<file path="src/rtl/i2s_pkg.sv">
// Shared I2S definitions for the codec transmit and receive slaves.
// Sample width, slot FSM states and lrck edge-detect encodings.
package i2s_pkg;

  localparam int SAMPLE_W = 16;

  typedef enum logic [1:0] {
    IDLE,
    LEFT,
    RIGHT
  } state_e;

  // Edge codes as {lrck delayed, lrck now}
  localparam logic [1:0] LRCK_FALL = 2'b10;
  localparam logic [1:0] LRCK_RISE = 2'b01;

endpackage

</file>
<file path="src/rtl/i2s_tx_shifter.sv">
// MSB-first slot serialiser for the I2S transmit slave.
// A load drives the MSB at once; remaining bits follow, then zeros.
module i2s_tx_shifter
  import i2s_pkg::*;
#(
  parameter int DATA_W = SAMPLE_W
) (
  input  logic              clk,
  input  logic              rst,
  input  logic              load,
  input  logic [DATA_W-1:0] word,
  output logic              sdata
);

  localparam int CW = (DATA_W > 1) ? $clog2(DATA_W) : 1;

  logic [DATA_W-1:0] sh_q, sh_d;
  logic [CW-1:0]     cnt_q, cnt_d;
  logic              sdata_q, sdata_d;

  always_comb begin
    sh_d    = sh_q;
    cnt_d   = cnt_q;
    sdata_d = 1'b0;
    if (load) begin
      sdata_d = word[DATA_W-1];
      sh_d    = {word[DATA_W-2:0], 1'b0};
      cnt_d   = CW'(DATA_W - 1);
    end else if (cnt_q != '0) begin
      sdata_d = sh_q[DATA_W-1];
      sh_d    = {sh_q[DATA_W-2:0], 1'b0};
      cnt_d   = cnt_q - 1'b1;
    end
  end

  always_ff @(posedge clk) begin
    if (rst) begin
      sh_q    <= '0;
      cnt_q   <= '0;
      sdata_q <= 1'b0;
    end else begin
      sh_q    <= sh_d;
      cnt_q   <= cnt_d;
      sdata_q <= sdata_d;
    end
  end

  assign sdata = sdata_q;

endmodule

</file>
<file path="src/rtl/i2s_tx_slave.sv">
// I2S transmit slave: bclk/lrck from the codec, one-frame holding
// register toward the producer, underrun pulse on empty frame start.
module i2s_tx_slave
  import i2s_pkg::*;
#(
  parameter int DATA_W        = SAMPLE_W,
  parameter bit UNDERRUN_ZERO = 1'b1
) (
  input  logic              bclk,
  input  logic              rst,
  input  logic              lrck,
  input  logic [DATA_W-1:0] tx_l_data,
  input  logic [DATA_W-1:0] tx_r_data,
  input  logic              tx_valid,
  output logic              tx_ready,
  output logic              sdata,
  output logic              underrun
);

  logic              lrck_q;
  state_e            state_q, state_d;
  logic [DATA_W-1:0] hold_l_q, hold_l_d;
  logic [DATA_W-1:0] hold_r_q, hold_r_d;
  logic              hold_full_q, hold_full_d;
  logic [DATA_W-1:0] pend_r_q, pend_r_d;
  logic [DATA_W-1:0] last_l_q, last_l_d;
  logic [DATA_W-1:0] last_r_q, last_r_d;
  logic              underrun_q, underrun_d;

  logic              fall, rise;
  logic              frame_load, right_load;
  logic              accept;
  logic              load;
  logic [DATA_W-1:0] load_word;

  assign fall       = ({lrck_q, lrck} == LRCK_FALL);
  assign rise       = ({lrck_q, lrck} == LRCK_RISE);
  assign frame_load = fall && (state_q != LEFT);
  assign right_load = rise && (state_q == LEFT);
  assign accept     = tx_valid && !hold_full_q;
  assign load       = frame_load || right_load;

  always_comb begin
    state_d     = state_q;
    hold_l_d    = hold_l_q;
    hold_r_d    = hold_r_q;
    hold_full_d = hold_full_q;
    pend_r_d    = pend_r_q;
    last_l_d    = last_l_q;
    last_r_d    = last_r_q;
    underrun_d  = 1'b0;
    load_word   = '0;

    case (state_q)
      IDLE:    if (fall) state_d = LEFT;
      LEFT:    if (rise) state_d = RIGHT;
      RIGHT:   if (fall) state_d = LEFT;
      default: state_d = IDLE;
    endcase

    if (frame_load) begin
      hold_full_d = 1'b0;
      if (hold_full_q) begin
        load_word = hold_l_q;
        pend_r_d  = hold_r_q;
        last_l_d  = hold_l_q;
        last_r_d  = hold_r_q;
      end else begin
        underrun_d = 1'b1;
        load_word  = UNDERRUN_ZERO ? '0 : last_l_q;
        pend_r_d   = UNDERRUN_ZERO ? '0 : last_r_q;
      end
    end else if (right_load) begin
      load_word = pend_r_q;
    end

    // Accept wins over the load clear: only possible when empty
    if (accept) begin
      hold_full_d = 1'b1;
      hold_l_d    = tx_l_data;
      hold_r_d    = tx_r_data;
    end
  end

  always_ff @(posedge bclk) begin
    lrck_q <= lrck;
    if (rst) begin
      state_q     <= IDLE;
      hold_l_q    <= '0;
      hold_r_q    <= '0;
      hold_full_q <= 1'b0;
      pend_r_q    <= '0;
      last_l_q    <= '0;
      last_r_q    <= '0;
      underrun_q  <= 1'b0;
    end else begin
      state_q     <= state_d;
      hold_l_q    <= hold_l_d;
      hold_r_q    <= hold_r_d;
      hold_full_q <= hold_full_d;
      pend_r_q    <= pend_r_d;
      last_l_q    <= last_l_d;
      last_r_q    <= last_r_d;
      underrun_q  <= underrun_d;
    end
  end

  i2s_tx_shifter #(
    .DATA_W(DATA_W)
  ) u_shifter (
    .clk  (bclk),
    .rst  (rst),
    .load (load),
    .word (load_word),
    .sdata(sdata)
  );

  assign tx_ready = ~hold_full_q;
  assign underrun = underrun_q;

endmodule

</file>
<file path="config.mk">
export PLATFORM = sky130hd
export DESIGN_NAME = i2s_tx_slave
export DESIGN_NICKNAME = d
export VERILOG_FILES = /design/src/rtl/i2s_pkg.sv /design/src/rtl/i2s_tx_shifter.sv /design/src/rtl/i2s_tx_slave.sv
export SDC_FILE = /design/constraint.sdc
export NUM_CORES = 1
export LEC_CHECK = 0
export ABC_CLOCK_PERIOD_IN_PS = 2450
export BUFFER_PORTS_ARGS = -buffer_cell sky130_fd_sc_hd__buf_2
export CORE_UTILIZATION = 55
export DETAILED_ROUTE_END_ITERATION = 8
export PLACE_DENSITY = 0.76
export SYNTH_ARGS = -nofsm -noshare
export SYNTH_HDL_FRONTEND = slang
export SYNTH_HIERARCHICAL = 1
export SYNTH_SLANG_ARGS = --single-unit
</file>
<file path="constraint.sdc">
create_clock -name bclk -period 2.45 [get_ports bclk]
set_input_delay 0.49 -clock bclk [delete_from_list [all_inputs] [get_ports bclk]]
set_output_delay 0.49 -clock bclk [all_outputs]
set_load 0.03 [all_outputs]
</file>
After elaboration in Yosys (flattened, before gate mapping)
Cells that the tools add are included.

cells by class
  bitwise operators = 2
  reduce and logical (&&, ||, !) cells = 12
  div/mod/pow operators = 0
  magnitude comparators = 0
  muxes and demuxes = 16
  $add $sub $neg = 1
  shift operators = 0
  equal/unequal tests = 7
  $mul = 0

operator list
  kind                   count
  $mux W16               6
  $mux W4                2
  $mux W1                5
  $eq A2 B1 Y1 const B   2
  $eq A2 B2 Y1 const B   2
  $mux W2                2
  $ne A2 B1 Y1 const B   2
  $pmux W2 S2            1
  $reduce_bool A2 Y1     2
  $reduce_bool A4 Y1     1
  $reduce_or A2 Y1       2
  $sub A4 B1 Y4 const B  1
  $logic_and A1 B1 Y1    3
  $logic_not A2 Y1       1
  $ne A2 B2 Y1 const B   1
  $not A1 Y1             2
  $reduce_and A2 Y1      1
  $logic_not A1 Y1       1
  $logic_or A1 B1 Y1     1

storage, ports and cells
  bits in read-only memories = 0
  input port bits = 36
  memories = 0
  output and inout port bits = 3
  latch bits = 0
  memory bits (writable) = 0
  logic and storage cells = 48
  flip-flop bits (word level) = 73

Longest topological paths before layout
Gate-level depths: netlist of the first run.

  depth after elaboration = 5
  gate-level depth with buffers = 9
  gate-level depth less buffers = 6

Cells and area by module
Netlist of the first run, hierarchy kept.

modules (own cells, without submodules)
  module          cells each  seq. area each (um^2)  area each (um^2)  instances
  i2s_tx_slave    259         1061.0                 2140.8            1
  i2s_tx_shifter  108         400.4                  893.4             1

Worst setup path after synthesis of the first run
No wires, ideal clock.

  path kind = register to register
  from = register state_q[0]
  to = register u_shifter.sh_q[14]
  path slack = 453 ps
  period minus slack after synthesis = 1997 ps
  buffers on the path = 3
  setup time = 114 ps
  arrival time = 1882 ps
  cell stages (with the launch flop) = 8
  required time = 2336 ps
  cell sequence = dfxtp_1 > or2b_1 > buf_2 > buf_2 > o21ai_0 > clkbuf_1 > nor2_1 > a2111oi_0

on the way
  elaborated cells between the ends (all ways) = 9
  classes of those cells = eq/ne (2); mux (3); reduce/logical (4)

RTL lines
  item                                            line                                    text
  start: declaration                              i2s_tx_slave.sv:21                      state_e state_q, state_d;
  start signal: assignment                        i2s_tx_slave.sv:97                      state_q <= state_d;
  $ne A2 B1 Y1 or $eq A2 B1 Y1 (tied branches)    i2s_tx_slave.sv:38, i2s_tx_slave.sv:39
  $logic_and A1 B1 Y1 (on tied branches)          i2s_tx_slave.sv:38, i2s_tx_slave.sv:39
  $logic_or A1 B1 Y1 *                            i2s_tx_slave.sv:41                      assign load = frame_load || right_load;
  named net load                                  i2s_tx_slave.sv:33                      logic load;
  $mux W16 or $reduce_bool A2 Y1 (tied branches)  -
  end signal: assignment                          i2s_tx_shifter.sv:38                    sh_q <= '0;
  end signal: assignment                          i2s_tx_shifter.sv:42                    sh_q <= sh_d;
  end: declaration                                i2s_tx_shifter.sv:17                    logic [DATA_W-1:0] sh_q, sh_d;

Mark *: on every way through the listed nets, which the timed path passes. The rest lies on a longest branch.
A chain may end at the register's enable or synchronous reset.

Worst setup path in the final report of the first run
  from = register state_q[0]
  to = register u_shifter.sh_q[13]

on the way
  word-level cells in the longest chain between the ends = 5
  elaborated cells between the ends (all ways) = 9
  classes of those cells = eq/ne (2); mux (3); reduce/logical (4)

RTL lines
  item                     line                  text
  $eq A2 B1 Y1             i2s_tx_slave.sv:39    assign right_load = rise && (state_q == LEFT);
  $logic_and A1 B1 Y1      i2s_tx_slave.sv:39
  $mux W16                 i2s_tx_slave.sv:73    end else if (right_load) begin
  $mux W16 *               i2s_tx_slave.sv:61    if (frame_load) begin
  named net load_word[12]  i2s_tx_slave.sv:34    logic [DATA_W-1:0] load_word;
  $mux W16 *               i2s_tx_shifter.sv:25  if (load) begin

Marks and branches as above.

==> results of run 1 <==
## cell usage after synthesis, drive strengths merged
| master | n |
|---|---|
| nand4 | 16 |
| nand2 | 67 |
| nor4 | 12 |
| dfxtp | 73 |
| nand3b | 1 |
| xnor2 | 1 |
| o21ai | 17 |
| nor3b | 1 |
| nand2b | 4 |
| a21oi | 52 |
| a311oi | 1 |
| nand3 | 2 |
| a22o | 16 |
| a2111oi | 2 |
| a22oi | 1 |
| clkbuf | 15 |
| buf | 21 |
| nor2b | 3 |
| nor2 | 19 |
| or3b | 1 |
| a31oi | 2 |
| and4bb | 1 |
| nor3 | 31 |
| inv | 5 |
| or2b | 1 |
| mux2i | 1 |
| ha | 1 |
## flip-flops by register name (all words and copies together) (netlist names)
register,count
pend_r_q,16
underrun,1
u_shifter/sh_q,15
u_shifter/sdata,1
u_shifter/cnt_q,4
state_q,2
hold_l_q,16
hold_full_q,1
lrck_q,1
hold_r_q,16
## worst max-delay path, cell delays in order (launching register included)
cell and delay, ns:
dfxtp_1 0.36, nor2b_1 0.91, nor3_4 0.13, buf_4 0.24, a22o_2 0.22, nor2_1 0.10, nor4_1 0.05
## per-layer routing
metal  vias to the layer above  global-route usage, %
met3                        11                  5.749
met2                        63                  34.32
met1                      1208                  32.55
li1                       1342                      -
met5                         -                      0
met4                         0                  10.38
## report_power, final
| part | switching (uW) | internal, uW | total (uW) |
|---|---|---|---|
| Clock | 413 | 496 | 910 |
| Combinational | 348 | 239 | 587 |
| Sequential | 79.4 | 1320 | 1400 |
| Total | 841 | 2060 | 2900 |
## kinds of logic after synthesis
family	count (synthesis)
adder cells (fa/ha/maj)	1
XOR/XNOR	1
buffers and inverters	41
multiplexers	1
AO/OA/AOI/OAI	91
flip-flops	73
AND/OR/NAND/NOR	159
## area by class of cell
type | count | area [um^2] | share of cell area (%)
flip-flops and latches | 73 | 1461 | 43.20
multi-input cells | 253 | 1354 | 40.01
repair buffers | 49 | 272.8 | 8.062
clock buffers | 13 | 148.9 | 4.401
well taps | 70 | 87.58 | 2.589
clock inverters | 3 | 40.04 | 1.183
inverters | 5 | 18.77 | 0.5547
## worst max-delay path by stage
stage	end	startpoint	cells after the start	slack (ns)
6_report	u_shifter/sh_q[13]$_SDFFE_PP0P_	state_q[0]$_SDFFE_PP0P_	6	0.29
5_1_grt	u_shifter/sh_q[11]$_SDFFE_PP0P_	state_q[0]$_SDFFE_PP0P_	6	0.14
4_1_cts	u_shifter/sh_q[13]$_SDFFE_PP0P_	state_q[0]$_SDFFE_PP0P_	6	0.34
3_5_place_dp	u_shifter/sh_q[13]$_SDFFE_PP0P_	state_q[0]$_SDFFE_PP0P_	6	0.35
3_3_place_gp	u_shifter/sh_q[13]$_SDFFE_PP0P_	state_q[0]$_SDFFE_PP0P_	6	0.46
2_1_floorplan	u_shifter/sh_q[14]$_SDFFE_PP0P_	state_q[0]$_SDFFE_PP0P_	7	0.45
## through the flow
stage / power (uW) / hold slack [ns] / util (%)
global placement: 1998 / 0.4443 / 61.37
detailed placement: 2014 / 0.4480 / 61.37
CTS: 2914 / 0.2867 / 65.00
floorplan: 1930 / 0.4359 / -
finish: 2898 / 0.2995 / 65.00
global route: 3059 / 0.2945 / 65.00
==> results.json, run 1 <==
{
  "crit_path_end_kind": "flip-flop",
  "clockBufferDepth": 2,
  "wl_met2_um": 2879,
  "place_area_um2": 3194,
  "grt_max_degree": 35,
  "cp_max_fo": 18,
  "areaGrowthSynthToFinish_pct": 11.50,
  "ys_warn_count": 6,
  "die_height_um": 76.28,
  "cap_violations": 0,
  "holdPathEnd": "lrck_q$_DFF_P_",
  "wl_um": 6393,
  "timing.rr.end": "u_shifter/sh_q[13]$_SDFFE_PP0P_",
  "drt_iter0_markers": 183,
  "setup_viol": 0,
  "cts_tree": "done",
  "start_util_pct": 58.29,
  "yosys.area.top_type": "dfxtp_1",
  "port_buffers": 38,
  "vdd_drop_max_mv": 0.4484,
  "syn_avg_cell_area_um2": 8.267,
  "rsz0062_at_grt": "false",
  "drt-met1-wl_um": 3069,
  "diodes": 0,
  "htreeDepth": 3,
  "final_cell_mix": "dfxtp_1 (73), nand2_1 (67), a21oi_1 (52)",
  "relSlewSlack_pct": 22.62,
  "nets": 428,
  "synth_top_cell_area_share_pct": 48.16,
  "dieWidth_um": 76.28,
  "antenna_found_initial": 0,
  "tns_ns": 0,
  "ff2ff_setup_slack_ns": 0.29,
  "placedCellCount": 450,
  "period_needed_ns": 2.157,
  "drive_above_1_share_pct": 19.44,
  "synth-adder-area-share_pct": 0.4124,
  "post_cts_buffers": 0,
  "fin_cells": 466,
  "synth_compound_area_share_pct": 18.10,
  "final_common_cell": "dfxtp_1",
  "synth-xor-area-share_pct": 0.2887,
  "hold_violations": 0,
  "critical_path_class": "flip-flop to flip-flop",
  "cellLeakagePower_uw": 0.001292,
  "drv_slew": 0,
  "fill_cells": 461,
  "stdcell_area_um2": 3383,
  "powerDensity_nw_per_um2": 856.5,
  "overflow": 0,
  "synth_cell_types": 34,
  "cts-root-buf": "clkbuf_8",
  "yosys-top-cells-area": "dfxtp_1 (48%), a21oi_1 (8.6%), nand2_1 (8.3%)",
  "max_clock_freq_mhz": 463.6,
  "cts_made_buffers": 9,
  "first_pass_iters": 4,
  "fin_crit_sh_pct": 88.04,
  "io_pins": 39,
  "rr_startpoint": "state_q[0]$_SDFFE_PP0P_",
  "status": "complete, no violations",
  "rows": 26,
  "clk_pin_slew_ns": 0.07,
  "min_path_type": "primary input to flip-flop",
  "ant_nets": 0,
  "yosysSeqAreaShare_pct": 48.16,
  "viasPerCell": 5.631,
  "track_usage_pct": 23.42,
  "ys_seq_elements": 73,
  "required_ns": 2.65,
  "synth.net_count": 404,
  "clkLatencyLatePin_ns": 0.35,
  "cts.sinks": 73,
  "drc_errors": 0,
  "grt_first_pass_wirelength_um": 10790,
  "synth-simple-area-share_pct": 25.28,
  "wire_per_inst_um": 13.72,
  "dp_hpwl_um": 4329,
  "ctsResizeCount": 0,
  "worstMarginPinSlew_ns": 1.158,
  "skew_ns": 0.007637,
  "dp_slack_ns": 0.3499,
  "synthCells": 367,
  "cp.arrival_ns": 2.36,
  "ctsHoldBuffers": 0,
  "dr_wl_met3_um": 304,
  "syn_area_um2": 3034,
  "coreArea_um2": 5205,
  "highest_layer": "met4",
  "synth_top_family_by_area": "simple AND/OR/NAND/NOR gates",
  "r2r_cells": 6,
  "hp-start": "lrck",
  "vias": 2624,
  "die_area_um2": 5818,
  "grt_pass1_vias": 2236,
  "startpoint_type": "flip-flop",
  "min_path_cells": 1,
  "setup_slack_ns": 0.2930,
  "synth.area.mux_share_pct": 0.3299,
  "gp_congestion": 0.7669
}
Note: power is estimated with default switching activity, not from simulation.
==> inputs of run 2 (changes only) <==
--- a/config.mk
+++ b/config.mk
@@ -5,11 +5,12 @@
 export SDC_FILE = /design/constraint.sdc
 export NUM_CORES = 1
 export LEC_CHECK = 0
-export ABC_CLOCK_PERIOD_IN_PS = 2450
+export ABC_AREA = 1
+export ABC_CLOCK_PERIOD_IN_PS = 1830
 export BUFFER_PORTS_ARGS = -buffer_cell sky130_fd_sc_hd__buf_2
-export CORE_UTILIZATION = 55
+export CORE_UTILIZATION = 52
 export DETAILED_ROUTE_END_ITERATION = 8
-export PLACE_DENSITY = 0.76
+export PLACE_DENSITY = 0.75
 export SYNTH_ARGS = -nofsm -noshare
 export SYNTH_HDL_FRONTEND = slang
 export SYNTH_HIERARCHICAL = 1
==> constraint.sdc (replaced) <==
create_clock -name bclk -period 1.83 [get_ports bclk]
set_input_delay 0.366 -clock bclk [delete_from_list [all_inputs] [get_ports bclk]]
set_output_delay 0.366 -clock bclk [all_outputs]
set_load 0.03 [all_outputs]
==> run 2 against run 1 <==
Compared with the run above: clock skew grew 0.00073 ns; core utilization shrank 4.6 points; setup slack lost 0.069 ns; sequential share of layout area shrank 3.5 points; flip-flop and latch count is the same; largest cell class is now multi-input gates.
==> results.json, run 2 <==
{
  "powerDensity_nw_per_um2": 1048,
  "start_util_pct": 55.17,
  "synth_compound_area_share_pct": 8.036,
  "syn_avg_cell_area_um2": 6.836,
  "cp.arrival_ns": 1.86,
  "overflow": 0,
  "nets": 556,
  "ys_warn_count": 6,
  "hp-start": "lrck",
  "required_ns": 2.09,
  "areaGrowthSynthToFinish_pct": 9.412,
  "tns_ns": 0,
  "ys_seq_elements": 73,
  "startpoint": "lrck_q$_DFF_P_",
  "cap_violations": 0,
  "vdd_drop_max_mv": 0.8413,
  "startpoint_type": "flip-flop",
  "grt_pass1_vias": 2708,
  "cts.sinks": 73,
  "ant_nets": 0,
  "synth_edf_count": 0,
  "final_common_cell": "nand2_1",
  "fin_util_pct": 60.37,
  "synth_top_cell_area_share_pct": 43.45,
  "hold_violations": 0,
  "cts-root-buf": "clkbuf_8",
  "synth_top_family_by_area": "simple AND/OR/NAND/NOR gates",
  "critical_path_class": "flip-flop to flip-flop",
  "fin_crit_sh_pct": 87.78,
  "port_buffers": 38,
  "final_cell_mix": "nand2_1 (144), nor2_1 (99), dfxtp_1 (73)",
  "drv_slew": 0,
  "cp_max_fo": 28,
  "gp_congestion": 0.7793,
  "rows": 28,
  "relSlewSlack_pct": 37.18,
  "viasPerCell": 4.928,
  "synth.area.mux_share_pct": 0,
  "max_clock_freq_mhz": 622.5,
  "diodes": 0,
  "ys_top_cells_by_count": "nand2_1 (144), nor2_1 (99), dfxtp_1 (73), inv_1 (33), o21ai_0 (33)",
  "syn_area_um2": 3363,
  "status": "complete, no violations",
  "yosysSeqAreaShare_pct": 43.45,
  "die_area_um2": 6793,
  "crit_path_end_kind": "flip-flop",
  "worstMarginPinSlew_ns": 0.9412,
  "ctsHoldBuffers": 0,
  "coreArea_um2": 6096,
  "grt_max_degree": 49,
  "setup_viol": 0,
  "synth.net_count": 529,
  "io_pins": 39,
  "ctsResizeCount": 0,
  "first_pass_iters": 4,
  "wl_um": 6660,
  "clkLatencyLatePin_ns": 0.35,
  "htreeDepth": 3,
  "cts_made_buffers": 9,
  "synth_most_common_cell": "nand2_1",
  "place_area_um2": 3491,
  "cp_cell_sequence": "inv_2, nor2_4, nand2_4, nand2_1, inv_6, nand3_4, nand2_1, nor3_1",
  "clockBufferDepth": 2,
  "fill_cells": 599,
  "crit_path_frequent_cell": "nand2_1",
  "largestRegisters": "hold_l_q (16), hold_r_q (16), pend_r_q (16)",
  "track_usage_pct": 22.55,
  "antenna_found_initial": 0,
  "crit_slowest_cell": "dfxtp_1",
  "drive_above_1_share_pct": 14.12,
  "period_needed_ns": 1.606,
  "critical-path-max-stage-delay_ns": 0.37,
  "rsz0062_at_grt": "false",
  "skew_ns": 0.008371,
  "synth-main-ff-cell": "dfxtp_1",
  "yosys-top-cells-area": "dfxtp_1 (43%), nand2_1 (16%), nor2_1 (11%)",
  "stdcell_area_um2": 3680,
  "synthCells": 492,
  "post_cts_buffers": 0,
  "drt_iter0_markers": 94,
  "synth_cell_types": 27,
  "dp_hpwl_um": 4453,
  "rr_startpoint": "lrck_q$_DFF_P_",
  "ys_async_sr_fraction_pct": 0,
  "cellLeakagePower_uw": 0.001816,
  "grt_first_pass_wirelength_um": 11570,
  "dieWidth_um": 82.42,
  "yosys.area.top_type": "dfxtp_1",
  "cts_tree": "done",
  "vias": 2952,
  "synth-simple-area-share_pct": 36.79,
  "synth-adder-area-share_pct": 0.3720,
  "die_height_um": 82.42,
  "clk_pin_slew_ns": 0.08,
  "drc_errors": 0,
  "min_path_type": "primary input to flip-flop",
  "synth-xor-area-share_pct": 0.2604,
  "wire_per_inst_um": 11.12
}
[run 2: cell types whose count changed after synthesis, moves of 23 or more]
cell | before | now
nor3_1 | 30 | 1
nand2_1 | 67 | 144
inv_1 | 5 | 33
nand3_1 | 2 | 25
a21oi_1 | 52 | 21
nor2_1 | 19 | 99
[run 2: layout make-up]
class / count / area [um^2] / share of cell area [%]
Clock buffer: 13 / 148.9 / 4.046
Tap cell: 75 / 93.84 / 2.550
Clock inverter: 3 / 40.04 / 1.088
Sequential cell: 73 / 1461 / 39.71
Multi-Input combinational cell: 350 / 1529 / 41.55
Inverter: 38 / 148.9 / 4.046
Timing Repair Buffer: 47 / 257.7 / 7.004
[run 2: logic make-up after synthesis]
| family | Yosys count |
|---|---|
| buffers and inverters | 69 |
| AO/OA/AOI/OAI | 54 |
| flip-flops | 73 |
| XOR/XNOR | 1 |
| AND/OR/NAND/NOR | 294 |
| adder cells (fa/ha/maj) | 1 |
[run 2: per-stage QoR]
stage,hold WS (ns),total power (uW),instances,worst slack (ns)
after floorplan,0.3937,2525,492,0.2787
after global placement,0.4575,2637,583,0.2467
after detailed placement,0.4649,2659,583,0.1641
after CTS,0.1839,3889,599,0.2234
after global routing,0.1908,4073,599,0.08300
final,0.1910,3855,599,0.2236
[run 2: routing by layer]
metal	wire, um	part of all wire [%]	vias up	global-route usage [%]
met3	240	3.6	5	6.923
li1	-	-	1592	-
met5	0	0	-	0
met4	83	1.2	0	7.368
met2	3077	46	58	39.17
met1	3259	49	1297	26.27
[run 2: worst paths after layout]
check | end | slack [ns] | depth (start not counted)
max | u_shifter/sdata$_SDFF_PP0_ | 0.22 | 8
max reg2reg | u_shifter/sdata$_SDFF_PP0_ | 0.22 | 8
min | lrck_q$_DFF_P_ | 0.19 | 1
min reg2reg | hold_r_q[11]$_SDFFE_PP0P_ | 0.49 | 2
[run 2: worst max-delay path: cells and delay by family, from the launching register on]
family                 cells  cell delay (ns)
buffers and inverters      2             0.19
DFF                        1             0.37
and+or+nand+nor            6             0.94
[run 2: report_power, final]
group          internal [uW]  switching, uW
clock network            665            571
logic                    273            530
registers               1720           92.6
total                   2660           1190
